File: config.mk
export PLATFORM = sky130hd
export DESIGN_NAME = fusion_accumulator
export DESIGN_NICKNAME = d
export VERILOG_FILES = /design/src/rtl/fusion_pkg.sv /design/src/rtl/fusion_lane_extract.sv /design/src/rtl/fusion_accumulator.sv
export SDC_FILE = /design/constraint.sdc
export NUM_CORES = 1
export LEC_CHECK = 0
export ABC_AREA = 0
export CAP_MARGIN = 20
export CORE_MARGIN = 4
export CORE_UTILIZATION = 29
export CTS_CLUSTER_SIZE = 20
export DETAILED_ROUTE_END_ITERATION = 10
export HOLD_SLACK_MARGIN = 0.02
export PLACE_DENSITY = 0.48
export SLEW_MARGIN = 5
export SYNTH_ARGS = -nofsm -noshare
export SYNTH_HDL_FRONTEND = slang
export SYNTH_SLANG_ARGS = --single-unit
File: constraint.sdc
create_clock -name clk -period 4 [get_ports clk]
set_input_delay 1.2 -clock clk [delete_from_list [all_inputs] [get_ports clk]]
set_output_delay 1.2 -clock clk [all_outputs]
set_load 0.02 [all_outputs]
File: src/rtl/fusion_pkg.sv
// Shared definitions for the bit-fusion datapath: operand precision codes,
// product lane modes and helpers that map a precision pair onto a lane layout.
// Used by the fusion unit, the operand packer and the accumulator.
package fusion_pkg;

  localparam logic [1:0] PREC_8 = 2'b10;
  localparam logic [1:0] PREC_4 = 2'b01;
  localparam logic [1:0] PREC_2 = 2'b00;

  typedef enum logic [1:0] {
    MODE1,
    MODE2,
    MODE4,
    MODE_ILLEGAL
  } lane_mode_t;

  // A product word holds one 32-bit lane for 8x8, two 32-bit lanes for 8x4 / 4x8,
  // and four 16-bit lanes for every other legal pairing.
  function automatic lane_mode_t lane_mode(input logic [1:0] cfga, input logic [1:0] cfgb);
    lane_mode_t m;
    if (cfga == 2'b11 || cfgb == 2'b11) begin
      m = MODE_ILLEGAL;
    end else if (cfga == PREC_8 && cfgb == PREC_8) begin
      m = MODE1;
    end else if ((cfga == PREC_8 && cfgb == PREC_4) || (cfga == PREC_4 && cfgb == PREC_8)) begin
      m = MODE2;
    end else begin
      m = MODE4;
    end
    return m;
  endfunction

  function automatic logic [2:0] lane_count(input lane_mode_t mode);
    logic [2:0] n;
    case (mode)
      MODE1:   n = 3'd1;
      MODE2:   n = 3'd2;
      MODE4:   n = 3'd4;
      default: n = 3'd0;
    endcase
    return n;
  endfunction

endpackage

File: src/rtl/fusion_lane_extract.sv
// Splits a packed 64-bit fusion product word into four accumulator-width lanes.
// Ports:
//   in_data_i  packed product word
//   mode_i     lane layout (fusion_pkg::lane_mode_t encoding)
//   sgn_i      1 = sign-extend lane fields, 0 = zero-extend
//   lane0_o..lane3_o  extended lanes; lanes beyond the lane count are zero
module fusion_lane_extract
  import fusion_pkg::*;
#(
  parameter int unsigned ACC_W = 32
) (
  input  logic [63:0]      in_data_i,
  input  logic [1:0]       mode_i,
  input  logic             sgn_i,
  output logic [ACC_W-1:0] lane0_o,
  output logic [ACC_W-1:0] lane1_o,
  output logic [ACC_W-1:0] lane2_o,
  output logic [ACC_W-1:0] lane3_o
);

  function automatic logic [ACC_W-1:0] ext32(input logic [31:0] v, input logic s);
    return s ? ACC_W'($signed(v)) : ACC_W'(v);
  endfunction

  function automatic logic [ACC_W-1:0] ext16(input logic [15:0] v, input logic s);
    return s ? ACC_W'($signed(v)) : ACC_W'(v);
  endfunction

  always_comb begin
    lane0_o = '0;
    lane1_o = '0;
    lane2_o = '0;
    lane3_o = '0;
    case (lane_mode_t'(mode_i))
      MODE1: begin
        lane0_o = ext32(in_data_i[31:0], sgn_i);
      end
      MODE2: begin
        lane0_o = ext32(in_data_i[31:0], sgn_i);
        lane1_o = ext32(in_data_i[63:32], sgn_i);
      end
      MODE4: begin
        lane0_o = ext16(in_data_i[15:0], sgn_i);
        lane1_o = ext16(in_data_i[31:16], sgn_i);
        lane2_o = ext16(in_data_i[47:32], sgn_i);
        lane3_o = ext16(in_data_i[63:48], sgn_i);
      end
      default: ;
    endcase
  end

endmodule

File: src/rtl/fusion_accumulator.sv
// Accumulates unpacked fusion product lanes over a programmed number of beats,
// then drains one lane total per output handshake.
// Ports:
//   clk, rst_n                    clock, async active-low reset
//   start, cfga, cfgb, sgn, beats job request and its configuration (sampled in IDLE)
//   in_valid, in_data, in_ready   input beat handshake
//   out_valid, out_ready          output lane handshake
//   out_data, out_lane, out_last  lane total, lane index, final-lane flag
//   busy                          job in progress
//   err                           one-cycle pulse on a rejected start
module fusion_accumulator
  import fusion_pkg::*;
#(
  parameter int unsigned ACC_W = 32,
  parameter int unsigned CNT_W = 16
) (
  input  logic             clk,
  input  logic             rst_n,
  input  logic             start,
  input  logic [1:0]       cfga,
  input  logic [1:0]       cfgb,
  input  logic             sgn,
  input  logic [CNT_W-1:0] beats,
  input  logic             in_valid,
  input  logic [63:0]      in_data,
  output logic             in_ready,
  output logic             out_valid,
  input  logic             out_ready,
  output logic [ACC_W-1:0] out_data,
  output logic [1:0]       out_lane,
  output logic             out_last,
  output logic             busy,
  output logic             err
);

  typedef enum logic [1:0] {
    StIdle,
    StAccum,
    StDrain
  } state_t;

  state_t           state_q, state_d;
  lane_mode_t       mode_q, mode_d;
  logic             sgn_q, sgn_d;
  logic [CNT_W-1:0] cnt_q, cnt_d;
  logic [1:0]       idx_q, idx_d;
  logic             err_q, err_d;
  logic [ACC_W-1:0] acc_q [4];
  logic [ACC_W-1:0] acc_d [4];
  logic [ACC_W-1:0] lane  [4];

  logic start_ok;
  logic in_fire;
  logic out_fire;
  logic lane_last;

  assign start_ok  = start && (lane_mode(cfga, cfgb) != MODE_ILLEGAL) && (beats != '0);
  assign in_fire   = in_valid && in_ready;
  assign out_fire  = out_valid && out_ready;
  assign lane_last = ({1'b0, idx_q} == (lane_count(mode_q) - 3'd1));

  // Extraction uses the latched job configuration, not the live inputs.
  fusion_lane_extract #(
    .ACC_W (ACC_W)
  ) u_extract (
    .in_data_i (in_data),
    .mode_i    (mode_q),
    .sgn_i     (sgn_q),
    .lane0_o   (lane[0]),
    .lane1_o   (lane[1]),
    .lane2_o   (lane[2]),
    .lane3_o   (lane[3])
  );

  // State register
  always_ff @(posedge clk or negedge rst_n) begin
    if (!rst_n) begin
      state_q <= StIdle;
    end else begin
      state_q <= state_d;
    end
  end

  // Next-state logic
  always_comb begin
    state_d = state_q;
    unique case (state_q)
      StIdle:  if (start_ok) state_d = StAccum;
      StAccum: if (in_fire && cnt_q == CNT_W'(1)) state_d = StDrain;
      StDrain: if (out_fire && lane_last) state_d = StIdle;
      default: state_d = StIdle;
    endcase
  end

  // Outputs
  always_comb begin
    in_ready  = (state_q == StAccum);
    out_valid = (state_q == StDrain);
    busy      = (state_q != StIdle);
    err       = err_q;
    out_data  = out_valid ? acc_q[idx_q] : '0;
    out_lane  = out_valid ? idx_q : 2'd0;
    out_last  = out_valid && lane_last;
  end

  // Datapath next-state
  always_comb begin
    mode_d = mode_q;
    sgn_d  = sgn_q;
    cnt_d  = cnt_q;
    idx_d  = idx_q;
    err_d  = 1'b0;
    acc_d  = acc_q;
    unique case (state_q)
      StIdle: begin
        if (start_ok) begin
          mode_d = lane_mode(cfga, cfgb);
          sgn_d  = sgn;
          cnt_d  = beats;
          idx_d  = 2'd0;
          for (int k = 0; k < 4; k++) acc_d[k] = '0;
        end else if (start) begin
          err_d = 1'b1;
        end
      end
      StAccum: begin
        if (in_fire) begin
          // Unused lanes extract as zero, so adding all four is harmless.
          for (int k = 0; k < 4; k++) acc_d[k] = acc_q[k] + lane[k];
          cnt_d = cnt_q - CNT_W'(1);
        end
      end
      StDrain: begin
        if (out_fire) idx_d = lane_last ? 2'd0 : idx_q + 2'd1;
      end
      default: ;
    endcase
  end

  always_ff @(posedge clk or negedge rst_n) begin
    if (!rst_n) begin
      mode_q <= MODE1;
      sgn_q  <= 1'b0;
      cnt_q  <= '0;
      idx_q  <= 2'd0;
      err_q  <= 1'b0;
      for (int k = 0; k < 4; k++) acc_q[k] <= '0;
    end else begin
      mode_q <= mode_d;
      sgn_q  <= sgn_d;
      cnt_q  <= cnt_d;
      idx_q  <= idx_d;
      err_q  <= err_d;
      for (int k = 0; k < 4; k++) acc_q[k] <= acc_d[k];
    end
  end

endmodule

* Yosys cells after proc, flatten, opt, wreduce, memory -nomap -nowiden
Index checks and enable logic that the tools add are counted.
** Word-level totals
- Flip-flop bits (word level) :: 152
- Latch bits :: 0
- Bits in writable memories :: 0
- Memory bits (read-only) :: 0
- Input port bits :: 90
- Output and inout port bits :: 39
- Logic and storage cells :: 94
- Memories kept :: 0
** Operators by class
- Add/subtract/negate cells :: 7
- $mul :: 0
- Divide/modulo/power cells :: 0
- Order comparisons :: 1
- Equality and inequality tests :: 18
- Shift-type cells :: 0
- Multiplexer cells :: 34
- Bitwise gates (word level) :: 1
- Reduce and logical (&&, ||, !) cells :: 23
** Operators by type and width (number)
- $mux W32 :: 9
- $mux W128 :: 2
- $pmux W128 S2 :: 1
- $add A32 B32 Y32 :: 4
- $pmux W32 S2 :: 2
- $bmux W32 S2 :: 1
- $mux W16 :: 2
- $pmux W16 S2 :: 1
- $mux W2 :: 10
- $eq A16 B1 Y1 const B :: 1
- $reduce_bool A16 Y1 :: 1
- $sub A16 B1 Y16 const B :: 1
- $eq A2 B2 Y1 const B :: 6
- $logic_and A1 B1 Y1 :: 10
- $pmux W3 S3 :: 1
- $reduce_and A3 Y1 :: 3
- $eq A2 B1 Y1 const B :: 4
- $ne A2 B1 Y1 const B :: 4
- $pmux W2 S3 :: 1
- $reduce_bool A2 Y1 :: 3
- $logic_not A2 Y1 :: 2
- $ne A2 B2 Y1 const B :: 2
- $pmux W2 S2 :: 1
- $eq A2 B3 Y1 :: 1
- 8 further kinds :: 11

* Longest topological paths before layout
- Depth in word-level cells :: 11
- Mapped depth :: 19

* Cells and area by module
Synthesis repeated with hierarchy kept, for this count alone.
** Unflattened totals
- Cell total of the unflattened synthesis :: 1706
- Area total of the unflattened synthesis :: 14377.5 µm²
** Modules (own cells, without submodules)
- fusion_accumulator :: times used 1, cells each 1517, area an instance 13078.8 µm²
- fusion_lane_extract :: times used 1, cells each 189, area an instance 1298.7 µm²

* Worst setup path after synthesis
Ideal clock, no wire load.
- Path kind :: register to register
- From :: reg mode_q[1]
- To :: reg acc_q[94] in the netlist's numbering
- Setup time :: 0.127 ns
- Arrival :: 3.968 ns
- Setup slack :: -0.096 ns
- Cell stages (with the launch flop) :: 19
- Path buffers :: 2
- Period minus slack after synthesis :: 4.096 ns
- Path through :: dfrtp_1 clkinv_1 clkbuf_1 ha_1 clkbuf_1 a22oi_1 nor2b_1 ha_1 inv_1 fa_1 nor2b_1 o31a_1 o21ai_0 a311o_1 a311oi_2 a221oi_1 o21ai_1 mux2i_1 nand3_1
** On the way
- Word-level cells in the longest chain between the ends :: 5
** RTL lines
- start, declared :: RTL line fusion_accumulator.sv:43 : lane_mode_t mode_q, mode_d;
- start signal, assigned :: RTL line fusion_accumulator.sv:149 : mode_q <= mode_d;
- $eq A2 B2 Y1 / $eq A2 B1 Y1 (equally long branches) :: RTL line fusion_lane_extract.sv:34 : case (lane_mode_t'(mode_i))
- $pmux W32 S2 * :: RTL line fusion_lane_extract.sv:34
- $add A32 B32 Y32 * :: RTL line fusion_accumulator.sv:129 : for (int k = 0; k < 4; k++) acc_d[k] = acc_q[k] + lane[k];
- $mux W128 * :: RTL line fusion_accumulator.sv:127 : if (in_fire) begin
- $pmux W128 S2 * :: RTL line fusion_accumulator.sv:114 : unique case (state_q)
- end, declared :: RTL line fusion_accumulator.sv:48 : logic [ACC_W-1:0] acc_q [4];
Mark *: on every way between the ends. The rest lies on a longest branch, timed or not. The select of a mux whose other input is x is not followed.
A chain may end at the register's enable or synchronous reset.

* Worst setup path after layout
- From :: in in_data[50]
- To :: reg acc_q[22] in the netlist's numbering
** On the way
- Word-level cells in the longest chain between the ends :: 5
** RTL lines
- start, declared :: RTL line fusion_accumulator.sv:25 : input logic [63:0] in_data,
- $mux W32 :: RTL line fusion_lane_extract.sv:26 : return s ? ACC_W'($signed(v)) : ACC_W'(v);
- $mux W32 :: RTL line fusion_lane_extract.sv:34
- $add A32 B32 Y32 :: RTL line fusion_accumulator.sv:129
- $mux W128 :: RTL line fusion_accumulator.sv:127
- $pmux W128 S2 :: RTL line fusion_accumulator.sv:114
No other way between the ends. The select of a mux whose other input is x is not followed.

==> reports/results.txt <==
status: finished clean
asr flop ratio synth: 100%
LEAKAGE: 8.91 nW
CP max FO: 4
Int Power: 8.22 mW
core region area: 49000 µm²
Post-layout nets: 2335
Peak VDD IR: 0.000417 V
initial antenna violation count: 0
Mapped Nets: 1962
count of pins over their slew limit: 0
number of nets with antenna violations after routing: 0
WL per Instance: 20.4 µm
Detailed Route Iter0 Violations: 1166
Syn. warnings: 0
Comb pwr share: 67.6%
Placer Congestion: 0.895
clk_skew: 17.0 ps
die area: 53100 µm²
Mapped Cells: 1738
area grow syn2layout: 35.7%
Period minus WS final: 3910 ps
critical setup path kind: input port to flop
main flop type after synthesis: dfrtp_1
Final Util: 39.8%
pin count of the biggest net entering global routing: 66
initial core utilization: 29.3%
clock tree buffer depth: 2
Hold Path Class: flop to flop
TritonCTS clock tree: done
Max Cap Viol: 0
routed via count: 14823
Num CTS Buffers: 17
final worst-path cycle share: 97.8%
max_slew headroom: 49.6%
Clock power frac: 11.4%
IO Count: 129
Least-Margin Pin Slew: 756 ps
WP data arrival: 4270 ps
Sw Ratio: 45.9%
Power Dens Cells: 780 nW/µm²
Overall Global Routing Usage: 21.2%
Chip Width: 231 µm
Setup Viol. Count Final: 0
IO buf count: 128
worst skew pair latency: 470 ps
H-tree levels: 4
Post-Syn Area per Cell: 8.26 µm²
grt ovf: 0
Fin. Hold Viols: 0
Reg clk slew, reported paths: 70 ps
critical path required time: 4360 ps
CP Launch Type: input port
number of synthesized flops with an enable pin: 0
WHS: 478 ps
vias in the first global route: 14572
height of the die: 231 µm
Netlist Area Pre-Place: 14400 µm²
Root Buffer Master: clkbuf_16
Yosys reg bits: 152
row count: 81
Yosys cell types: 83
DRC violations left: 0
First-pass DRT Iterations: 5
Vias/cell: 5.31
Peak Freq: 0.256 GHz
sequential share of the synthesized area: 26.5%
DPL Wire Length: 44300 µm
first-pass GRT wire length: 87700 µm
share of layout cells above drive strength 1: 21.5%
Sink Count: 152
Flop pwr share: 21.0%
P_sw: 6.97 mW
crit path capture type: flop
WL final: 57000 µm
hold_buf cts: 0
[placed cells by master (no fill, tap or decap), types with 9 or more instances in the layout]
cell / count
a211oi_1: 15
a21boi_0: 18
a21o_1: 55
a21oi_1: 132
a22oi_1: 18
a31oi_1: 21
and2_1: 87
and3_1: 14
buf_4: 313
clkbuf_16: 17
clkdlybuf4s50_1: 105
dfrtp_1: 151
dlymetal6s2s_1: 14
ha_1: 126
inv_1: 40
mux4_2: 32
nand2_1: 236
nand2b_1: 14
nand3_1: 40
nand4_1: 14
nor2_1: 74
nor2b_1: 30
nor3_1: 20
o211ai_1: 9
o21a_1: 16
o21ai_0: 131
o21ai_1: 11
o21bai_1: 11
o22ai_1: 36
o31ai_1: 16
or3_1: 11
xnor2_1: 47
xor2_1: 47
[per-layer routing]
layer	vias up	global-route usage, %	share of wire [%]
li1	7137	-	-
met2	359	34.1	46
met4	0	4.23	1.1
met1	7297	30.6	48
met3	30	2.89	5.2
met5	-	0	0
[cells by family after synthesis]
family,count (synthesis),share of synthesized area [%]
AO/OA/AOI/OAI,587,26.2
XOR/XNOR,95,5.80
adder cells (fa/ha/maj),134,11.9
buffers and inverters,136,3.63
flip-flops,152,26.5
multiplexers,43,5.81
AND/OR/NAND/NOR,591,20.2
[power by group through the flow]
stage	logic, mW	registers, mW	clock network [mW]
after floorplan	6.25	2.66	0
after global placement	9.80	3.16	0
after detailed placement	9.90	3.18	0
after CTS	10.0	3.16	1.75
after global routing	11.4	3.26	1.81
final	10.3	3.18	1.73
[worst paths after layout]
path                                   from         end  slack (ps)  depth (start not counted)
max in group asynchronous             rst_n  acc_q[108]        2400                          2
worst max register to register    mode_q[1]   acc_q[95]         230                         15
worst min-delay path              acc_q[31]   acc_q[31]         480                          1
worst min register to register    acc_q[31]   acc_q[31]         480                          1
min in group asynchronous             rst_n   acc_q[46]         720                          1
worst max-delay path            in_data[50]   acc_q[22]          90                         12
[layout make-up]
| class | count | area [µm²] |
|---|---|---|
| antenna | 2 | 5.00 |
| clock buffer | 18 | 429 |
| clock inverter | 13 | 156 |
| fill | 4925 | 29500 |
| inverter | 42 | 158 |
| multi-input combinational | 1450 | 10300 |
| sequential | 152 | 3800 |
| tap | 664 | 831 |
| timing repair buffer | 448 | 3790 |
[Yosys cell counts (14+ instances only)]
cell      number  area (µm²)
nand4_1       14        87.6
nor2b_1       32         200
a21boi_0      20         150
and3_1        16         100
and2_1        87         544
clkbuf_1      82         308
nand2_1      237         890
a22oi_1       18         135
nand3_1       41         205
xnor2_1       48         420
a21o_1        55         413
nor3_1        21         105
a21oi_1      138         691
o31ai_1       17         128
dfrtp_1      152        3800
a211oi_1      21         158
mux4_2        32         721
o22ai_1       36         225
nor2_1        77         289
o21a_1        16         120
inv_1         41         154
ha_1         130        1630
xor2_1        47         412
a31oi_1       26         163
nand2b_1      15        93.8
o21ai_0      141         706
[flip-flops by register name (all words and copies together) (netlist names)]
name     count
acc_q      128
mode_q       2
idx_q        2
cnt_q       16
state_q      2
err          1
sgn_q        1
[worst max-delay path: stages]
cell and delay [ps]:
clkdlybuf4s50_1 500, and2_1 210, ha_1 330, nor2b_1 160, o21ai_0 190, buf_4 170
a211o_1 210, a31oi_4 130, o21a_1 230, a221o_1 380, a211o_1 310, a32o_1 260
[per-stage QoR]
stage / power [mW] / setup TNS [ps] / area, µm² / std cells / worst slack (ps)
3_5_place_dp: 13.1 / -24100 / 18600 / 2752 / -712
4_1_cts: 14.9 / 0 / 19300 / 2787 / 1.17
5_1_grt: 16.4 / -4.74 / 19500 / 2787 / -4.74
6_report: 15.2 / 0 / 19500 / 2789 / 86.1
3_3_place_gp: 13.0 / -23220 / 18600 / 2752 / -720
2_1_floorplan: 8.91 / -15.4 / 14400 / 1738 / -15.4
[timing repair]
action	CTS	global route
setup buffers	4	0
pin swaps	6	12
gates resized for setup	26	57
setup endpoints to repair	25	33
(Power assumes the default switching activity.)
==> edit 1, RTL diff (same flow settings) <==
Set the parameter `CNT_W` to 12 (it was 16).
--- a/src/rtl/fusion_accumulator.sv
+++ b/src/rtl/fusion_accumulator.sv
@@ -14,3 +14,3 @@
   parameter int unsigned ACC_W = 32,
-  parameter int unsigned CNT_W = 16
+  parameter int unsigned CNT_W = 12
 ) (
Ports: changed (resized beats); port bits go from 129 to 125. The function was not compared with the original's and may differ.
==> edit 1 against the original RTL <==
  * Sequential cell count down 4
  * Synthesized area grew 1.4%
  * Power down 9.3%
  * Die area grew 1.3%
  * Wire length is 4.0% higher
  * Worst setup slack got worse by 0.067 ns
  * Utilization grew 1.6 points
  * Final area up 4.7%
  * Highest routed layer unchanged
==> edit 1: results (changes against the original RTL) <==
| Metric | Value |
|---|---|
| Hold endpoint | cnt_q[8] |
| Met1 Usage GRT | 31.18% (+0.61 points) |
| Max rail drop VDD | 0.3554 mV (-15%) |
| Final Skew | 0.01016 ns (-0.006854 ns) |
| Vias in the first global route | 15400 (+5.7%) |
| Final #Nets | 2477 (+6.1%) |
| Port bufs | 124 (-3.1%) |
| First-pass GRT wire length | 90380 um (+3.1%) |
| Synth Area in XOR/XNOR | 6.078% (+0.28 points) |
| Final worst slack | 0.01876 ns (-0.06738 ns) |
| Placed inst area | 19460 um2 (+4.6%) |
| Largest net degree at the start of global routing | 79 (+20%) |
| Slew margin rel. | 40.12% (-9.5 points) |
| Post-route core utilization | 41.40% (+1.6 points) |
| Met2 GRT Util | 34.88% (+0.74 points) |
| Critical path arrival | 4.38 ns (+0.11 ns) |
| Worst Setup EP | acc_q[126] |
| Launching point of the worst reg2reg path | mode_q[0] |
| Top Registers | acc_q x128, cnt_q x12 |
| Mux contribution to synthesized area | 5.295% (-0.52 points) |
| Status | complete, no violations |
| Syn nets | 2028 (+3.4%) |
| Synth top area cells | dfrtp_1 25%, ha_1 11%, o21ai_0 6.2% |
| Detailed-routing wirelength on met1 | 28590 um (+5.1%) |
| Inverters excl. clock | 46 (+9.5%) |
| Die W | 232.0 um (+0.66%) |
| Sequential fraction of the synthesis area | 25.44% (-1.0 points) |
| Hold-critical path depth | 2 (+1) |
| Routed wl met3 | 2922 um (-0.65%) |
| Post-cts sizing count | 6 (-77%) |
| Post-CTS Setup Repair Bufs | 0 (-4) |
| Reg2Reg Depth | 14 (-1) |
| Syn Area/Cell | 8.050 um2 (-2.5%) |
| Reg area | 3706 um2 (-2.6%) |
| Post-synth top cells | 221 x nand2_1, 180 x o21ai_0, 151 x a21oi_1 |
| Comb_multi_in | 1504 (+3.7%) |
| Critical Path Max Stage Delay | 0.54 ns (+0.04 ns) |
| DP Worst Slack | -0.6553 ns (+0.05697 ns) |
| Ant. Diodes | 0 (-2) |
| Drt initial violations | 1170 (+0.34%) |
| Layout cells sized above 1 | 24.10% (+2.6 points) |
| DP Wirelength | 47230 um (+6.6%) |
| Synth Area in Adders | 11.73% (-0.16 points) |
| Via density | 5.295 (-0.37%) |
| Final Hold Slack | 0.4995 ns (+0.02120 ns) |
| Via count | 15540 (+4.8%) |
| M3 GR Usage | 2.760% (-0.13 points) |
| Antenna violations before repair | 2 (+2) |
| Post-Route WL | 59230 um (+4.0%) |
| Worst-path fanout max | 3 (-1) |
| Leakage | 9.463 nW (+6.3%) |
| Clkbuf count | 19 (+1) |
| Fill cells | 5060 (+2.7%) |
| Layout non-clock buf frac | 22.11% (+2.7 points) |
==> edit 1: changes by cell type after synthesis, sizes merged, moves of 6 or more <==
cell	before	now
nand3	41	77
o21ai	149	183
o22ai	36	5
clkbuf	83	102
nand2	238	221
a21oi	138	151
nand4	14	25
o21bai	11	21
nor3	21	29
o31ai	18	26
a31oi	26	19
nand2b	15	21
or3	15	9
==> edit 1: logic make-up after synthesis <==
kind of cell,after synthesis
DFF,148
xor gates and xnor gates,101
buffers and inverters,156
AOI/OAI and AO/OA,610
adders and majority gates,134
and+or+nand+nor,622
muxes,37
==> edit 1: where the power goes <==
part / switching, mW / internal, mW / total, mW
Sequential: 0.834 / 2.12 / 2.95
Clock: 0.740 / 0.995 / 1.73
Combinational: 4.66 / 4.43 / 9.09
Total: 6.24 / 7.54 / 13.8
==> edit 2, RTL diff (same settings) <==
Without the edit above. Reset style: synchronous (`rst_n`), changed in 2 clocked blocks. Comments in the files are not updated.
--- a/src/rtl/fusion_accumulator.sv
+++ b/src/rtl/fusion_accumulator.sv
@@ -75,3 +75,3 @@
   // State register
-  always_ff @(posedge clk or negedge rst_n) begin
+  always_ff @(posedge clk) begin
     if (!rst_n) begin
@@ -139,3 +139,3 @@
 
-  always_ff @(posedge clk or negedge rst_n) begin
+  always_ff @(posedge clk) begin
     if (!rst_n) begin
Behaviour: differs if rst_n is asserted again (counterexample within 4 cycles, from zero or initial values and one cycle with rst_n low); with rst_n held inactive, the same outputs for 4 cycles.
==> edit 2 against the original RTL <==
  * Wire length decreased by 0.62%
  * First-iteration DRC count down 12%
  * Critical path type unchanged
  * Highest routed layer unchanged
  * Register-to-register slack worse by 0.04 ns
  * Largest cell class unchanged
  * Sequential cell count unchanged
  * Synthesized area decreased by 2.2%
  * Worst setup slack worse by 0.0088 ns
  * Non-clock buffer count rose by 57
  * Final area is 0.21% higher
  * Worst hold slack is essentially flat
Power is left out: it rests on default switching activity, and per cell area and clock period it moved more than threefold.
==> edit 2: results (changes against the original RTL) <==
| Metric | Value |
|---|---|
| Layout cells sized above 1 | 23.09% (+1.6 points) |
| Launching point of the worst reg2reg path | mode_q[0] |
| Ant. Diodes | 0 (-2) |
| Asr flop ratio synth | 0% (-100 points) |
| Critical Path Source | in_data[0] |
| Via density | 5.330 (+0.28%) |
| Final Hold Slack | 0.4783 ns (+0.00001800 ns) |
| HP Start | acc_q[32] |
| Final #Nets | 2467 (+5.7%) |
| Placed cell count | 2835 (+3.0%) |
| Post-synth top cells | 199 x nand2_1, 183 x a21oi_1, 152 x dfxtp_1 |
| Final Skew | 0.01515 ns (-0.001862 ns) |
| Gr usage total | 21.20% (about the same) |
| Antenna violations before repair | 1 (+1) |
| DP Worst Slack | -0.5948 ns (+0.1175 ns) |
| Post-Route WL | 56610 um (-0.62%) |
| Flop2flop setup slack | 0.19 ns (-0.04 ns) |
| Worst-path fanout max | 3 (-1) |
| Status | complete, no violations |
| Slew margin rel. | 26.05% (-24 points) |
| Unique masters post-synth | 96 (+16%) |
| Syn Area/Cell | 7.723 um2 (-6.5%) |
| Avg WL per Cell | 19.72 um (-3.5%) |
| First-pass GRT wire length | 87290 um (-0.43%) |
| Vias in the first global route | 14910 (+2.3%) |
| Reg2Reg Depth | 18 (+3) |
| DP Wirelength | 44630 um (+0.76%) |
| Hold endpoint | acc_q[32] |
| Largest net degree at the start of global routing | 85 (+29%) |
| Sequential fraction of the synthesis area | 21.66% (-4.8 points) |
| Hold-critical path depth | 2 (+1) |
| Syn nets | 2043 (+4.1%) |
| Synth top area cells | dfxtp_1 22%, ha_1 12%, a21oi_1 6.5% |
| Final GP Congestion | 0.9358 (+4.6%) |
edit 2: cell types whose count changed in the layout (fill, tap and decap cells not counted), sizes merged, moves of 12 or more:
cell	before	now
a21oi	138	186
dfrtp	152	0
buf	321	377
inv	41	56
dfxtp	0	152
nor3	21	33
nor2	78	122
nand3	41	73
clkdlybuf4s50	105	121
a22oi	18	44
o22ai	36	6
nand2	238	200
edit 2: critical path, stage by stage:
cell and delay (ns):
clkdlybuf4s50_1 0.46, and2_1 0.12, ha_1 0.15, inv_1 0.06, fa_1 0.41, nand2b_4 0.17
a21oi_4 0.18, o2111ai_2 0.16, a21boi_2 0.23, o21ai_2 0.12, o311ai_4 0.32, nand3_2 0.15
and4_1 0.22, or3_1 0.33
edit 2: cells by family (layout without fill, tap and decap cells):
family,Yosys count,after routing,share of synthesized area [%]
compound gates,615,615,28.70
xor+xnor,101,101,6.297
fa+ha+maj,134,134,12.15
buf+inv,156,593,4.230
flops,152,152,21.66
mux,34,34,5.273
simple gates,627,627,21.70
edit 2: how the worst max path moves through the flow:
stage	depth (start not counted)	slack [ns]	end
3_5_place_dp	16	-0.59	acc_q[95]
2_1_floorplan	18	0.14	acc_q[124]
5_1_grt	14	-0.09	acc_q[124]
3_3_place_gp	16	-0.64	acc_q[95]
6_report	14	0.08	acc_q[124]
4_1_cts	14	0.01	acc_q[124]
edit 2: what timing repair did:
item	in CTS	in global routing
hold endpoints to repair	0	0
buffers inserted	0	4
resized for setup	5	57
setup endpoints to repair	7	34
cloned	0	0
pin swaps	0	15
edit 2: per-stage QoR:
step,TNS (ns),instance area [um2],util [%]
after CTS,0,19240,40.22
final,0,19520,40.80
after detailed placement,-20.36,18630,38.93
after floorplan,0,14050,-
after global routing,-0.08964,19520,40.80
after global placement,-19.79,18630,38.93
edit 2: per-layer routing:
metal | track usage [%] | wire, um | up-vias
li1 | - | - | 7548
met1 | 31.28 | 28020 | 7305
met2 | 33.16 | 24870 | 399
met3 | 2.246 | 2710 | 49
met4 | 5.109 | 1007 | 0
met5 | 0 | 0 | -
edit 2: cell type report:
cell class / instances / area [um2]
Clock inverter: 12 / 142.6
Sequential cell: 152 / 3045
Clock buffer: 20 / 456.7
Inverter: 56 / 214.0
Tap cell: 615 / 769.5
Multi-Input combinational cell: 1511 / 10680
Timing Repair Buffer: 505 / 4213
Fill cell: 4854 / 28320
